## src/rtl/unshim.sv

```systemverilog
// unshim: splits each input packet into a metadata beat (first beat) and a payload stream (remaining beats).
module unshim #(
  parameter int DW = 512
) (
  input  logic            clk,
  input  logic            reset,
  input  logic [DW-1:0]   AXIS_IN_TDATA,
  input  logic            AXIS_IN_TVALID,
  output logic            AXIS_IN_TREADY,
  input  logic [DW/8-1:0] AXIS_IN_TKEEP,
  input  logic            AXIS_IN_TLAST,
  output logic [DW-1:0]   AXIS_OUT_MD_TDATA,
  output logic            AXIS_OUT_MD_TVALID,
  input  logic            AXIS_OUT_MD_TREADY,
  output logic [DW-1:0]   AXIS_OUT_TDATA,
  output logic            AXIS_OUT_TVALID,
  input  logic            AXIS_OUT_TREADY,
  output logic [DW/8-1:0] AXIS_OUT_TKEEP,
  output logic            AXIS_OUT_TLAST,
  output logic [31:0]     PKT_CNT,
  output logic            HDR_ONLY
);
  typedef enum logic {S_HDR, S_BODY} state_t;
  state_t state, state_n;
  logic [DW-1:0] md_data, out_data;
  logic [DW/8-1:0] out_keep;
  logic md_valid, out_valid, out_last, hdr_only;
  logic [31:0] pkt_cnt;
  logic accept, md_load, out_load;
  // Ready looks only at the register the current beat is headed for.
  assign AXIS_IN_TREADY = !reset && (state == S_HDR ? (!md_valid || AXIS_OUT_MD_TREADY)
                                                    : (!out_valid || AXIS_OUT_TREADY));
  assign accept   = AXIS_IN_TVALID && AXIS_IN_TREADY;
  assign md_load  = accept && state == S_HDR;
  assign out_load = accept && state == S_BODY;
  always_comb begin
    state_n = state;
    if (md_load && !AXIS_IN_TLAST) state_n = S_BODY;
    if (out_load && AXIS_IN_TLAST) state_n = S_HDR;
  end
  always_ff @(posedge clk) begin
    if (reset) begin
      state     <= S_HDR;
      md_data   <= '0;
      md_valid  <= 1'b0;
      out_data  <= '0;
      out_keep  <= '0;
      out_last  <= 1'b0;
      out_valid <= 1'b0;
      pkt_cnt   <= '0;
      hdr_only  <= 1'b0;
    end else begin
      state    <= state_n;
      hdr_only <= md_load && AXIS_IN_TLAST;
      if (accept && AXIS_IN_TLAST) pkt_cnt <= pkt_cnt + 32'd1;
      if (md_load) begin
        md_data  <= AXIS_IN_TDATA;
        md_valid <= 1'b1;
      end else if (AXIS_OUT_MD_TREADY) md_valid <= 1'b0;
      if (out_load) begin
        out_data  <= AXIS_IN_TDATA;
        out_keep  <= AXIS_IN_TKEEP;
        out_last  <= AXIS_IN_TLAST;
        out_valid <= 1'b1;
      end else if (AXIS_OUT_TREADY) out_valid <= 1'b0;
    end
  end
  assign AXIS_OUT_MD_TDATA  = md_data;
  assign AXIS_OUT_MD_TVALID = md_valid;
  assign AXIS_OUT_TDATA     = out_data;
  assign AXIS_OUT_TKEEP     = out_keep;
  assign AXIS_OUT_TLAST     = out_last;
  assign AXIS_OUT_TVALID    = out_valid;
  assign PKT_CNT            = pkt_cnt;
  assign HDR_ONLY           = hdr_only;
endmodule

```

## config.mk

```make
export PLATFORM = sky130hd
export DESIGN_NAME = unshim
export DESIGN_NICKNAME = d
export VERILOG_FILES = /design/src/rtl/unshim.sv
export SDC_FILE = /design/constraint.sdc
export NUM_CORES = 2
export LEC_CHECK = 0
export BUFFER_PORTS_ARGS = -buffer_cell sky130_fd_sc_hd__buf_2
export CAP_MARGIN = 10
export CORE_AREA = 2 2 674 676
export CTS_CLUSTER_SIZE = 8
export DETAILED_ROUTE_END_ITERATION = 10
export DIE_AREA = 0 0 676 678
export GPL_TIMING_DRIVEN = 1
export MAX_ROUTING_LAYER = met4
export PLACE_DENSITY = 0.3
export SLEW_MARGIN = 0
export SYNTH_ARGS = -nofsm -noshare
export SYNTH_HDL_FRONTEND = slang
export SYNTH_SLANG_ARGS = --single-unit
export TNS_END_PERCENT = 1
```

## constraint.sdc

```tcl
create_clock -name clk -period 2.8 [get_ports clk]
set_input_delay 0.14 -clock clk [delete_from_list [all_inputs] [get_ports clk]]
set_output_delay 0.14 -clock clk [all_outputs]
set_load 0.01 [all_outputs]
```

==> impl_metrics.ini <==
[outcome]
status = finished, final reports clean

[placed_design]
port_buffers = 1706
dp_hpwl_microns = 252000
place.gp.congestion = 0.891

[cells_and_area]
most-common-layout-cells = nand2_1, buf_2, dfxtp_1
fillers = 52200
nets = 7820
layout-drive-gt1-share = 0.279
layout_commonest_cell = nand2_1
seqCellArea_sq_um = 22500
syn_to_final_growth_pct = 70.4
fin_util = 0.147
multi_input_area_sq_um = 14700

[pwr]
p_total_mw = 40.9
leakage_nw = 26.6
p_per_area_nw_per_um2 = 618
irDropWorstVdd_mv = 0.379

[die]
placementRows = 247
core_area_sq_um = 451000
die-area_sq_um = 458000
initial_utilization = 0.0862
die_h_microns = 678
ioPinCount = 1707
die_w_microns = 676

[timing]
fin_skew_ps = 32.1
setup_viol_count_final = 0
rsz0062_at_grt = false
slew_viol_final = 0
max_freq_ghz = 0.404
finalHoldViolCount = 0
period_share = 0.883
slew_headroom = 0.405
tns_ps = 0
period_needed_ps = 2470
tightest_slew_ps = 893

[synth]
ys_async_sr_fraction = 0
synth_edf_count = 0
ys_ff_latch = 1125
yosysSeqAreaShare = 0.579
syn_inst = 4933
ys.flop_type = dfxtp_1
syn_nets = 5516
yosys_warnings = 0
yosysUniqueCellTypes = 40
synth_area_sq_um = 38900
syn_area_per_cell_sq_um = 7.88

[setup_path]
endpoint_kind = primary output
worstPathArrival_ps = 2330
critPathRequiredTime_ps = 2660
cp-start-kind = flip-flop
critPathKind = reg -> out
cp_max_fo = 9

[clocking]
cts_resized = 0
cts.sinks = 1125
cts_root_buffer = clkbuf_16
clk_latency_ps = 860
post_cts_buffers = 0
clock_path_buffers = 4
htree_levels = 4
numCtsBuffers = 170
clkTransAtPathRegs_ps = 50
cts_tree = built

[drt]
drt-vias-per-instance = 3.20
vias = 42500
drtAntennaViolNets = 0
drt_iter0_markers = 2480
route.detailed.drc = 0
dr.pass1.iters = 5
drt_wl_total_microns = 308000
wl_per_cell_microns = 23.2

[global_route]
grt_max_degree = 135
first_global_vias = 42900
overflow = 0
grtUsageTotal = 0.132
antenna_found_initial = 46
grt_pass1_wl_microns = 402000

[worst_hold_path]
hp-class = in -> reg

[job]
max_cap_viol_count = 0
synth_stat cells (3+ instances only):
cell	count	area, sq um
or4_1	9	67.6
buf_2	178	891
or3_1	8	50.1
o31ai_1	9	67.6
nand3_1	10	50.1
xor2_1	3	26.3
nand4_1	13	81.3
o311ai_1	4	35.0
nand2_1	2189	8220
clkbuf_1	196	736
nor2b_1	6	37.5
dfxtp_1	1125	22500
o21ai_0	7	35.0
o41ai_1	8	70.1
and3_1	8	50.1
mux2_2	3	33.8
nor4_1	5	31.3
and4_1	6	52.6
nor2_1	11	41.3
o311ai_0	4	35.0
a21oi_1	1104	5530
cell families after synthesis:
logic type	Yosys count	share of synthesized area
and+or+nand+nor	2280	0.226
AOI/OAI and AO/OA	1138	0.149
DFF	1125	0.579
buffers and inverters	380	0.0430
muxes	6	0.00167
xor gates and xnor gates	3	0.000676
adders and majority gates	1	0.000322
where the power goes:
| part | total, mW | leakage, nW | switching (mW) | internal (mW) |
|---|---|---|---|---|
| clock network | 19.7 | 2.31 | 8.26 | 11.4 |
| registers | 16.8 | 9.13 | 0.258 | 16.5 |
| logic | 4.46 | 15.2 | 2.74 | 1.72 |
sequential cells by signal (all words and copies together), names as in the netlist:
signal and count:
AXIS_OUT_MD_TDATA 512, AXIS_OUT_MD_TVALID 1, AXIS_OUT_TDATA 512, AXIS_OUT_TKEEP 64, AXIS_OUT_TLAST 1, AXIS_OUT_TVALID 1
HDR_ONLY 1, PKT_CNT 32, state 1
layer usage:
metal  global-route usage  up-vias  share of wire
li1                     -    20600              -
met1                0.140    20300           0.38
met2                0.227     1332           0.49
met3               0.0476      331          0.089
met4               0.0429        0          0.037
met5                    -        -              0
worst max-delay path: stages, from the launching register on:
cell     delay [ps]
dfxtp_1         390
or3b_1          610
and3_1          320
buf_2           180
final timing paths:
kind,startpoint,to,slack [ps],cells after the start
max,state,AXIS_IN_TREADY,330,3
min,AXIS_IN_TDATA[16],AXIS_OUT_MD_TDATA[16],120,4
max reg2reg,state,PKT_CNT[31],710,4
min reg2reg,AXIS_OUT_MD_TDATA[376],AXIS_OUT_MD_TDATA[376],450,2
area by class of cell:
cell class	count	share of cell area
antenna	32	0.00121
sequential	1125	0.340
clock inverter	14	0.00314
tap	5976	0.113
clock buffer	198	0.0683
timing repair buffer	2510	0.252
multi-input combinational	3428	0.222
inverter	2	0.000113
metrics by stage:
| stage | cells | cell area [sq um] | setup slack (ps) | hold WS, ps |
|---|---|---|---|---|
| finish | 13300 | 66200 | 327 | 119 |
| global route | 13300 | 66200 | 193 | 40.0 |
| CTS | 13300 | 66200 | 222 | 0.0448 |
| detailed placement | 12400 | 54600 | 703 | 391 |
| global placement | 12400 | 54600 | 767 | 386 |
| floorplan | 4933 | 38900 | 1090 | 276 |
repair_timing:
| item | in CTS | in global routing |
|---|---|---|
| endpoints found under the setup margin | 0 | 0 |
| endpoints found under the hold margin | 1112 | 0 |
| hold buffers | 685 | 0 |
Note: power is estimated with default switching activity, not from simulation.
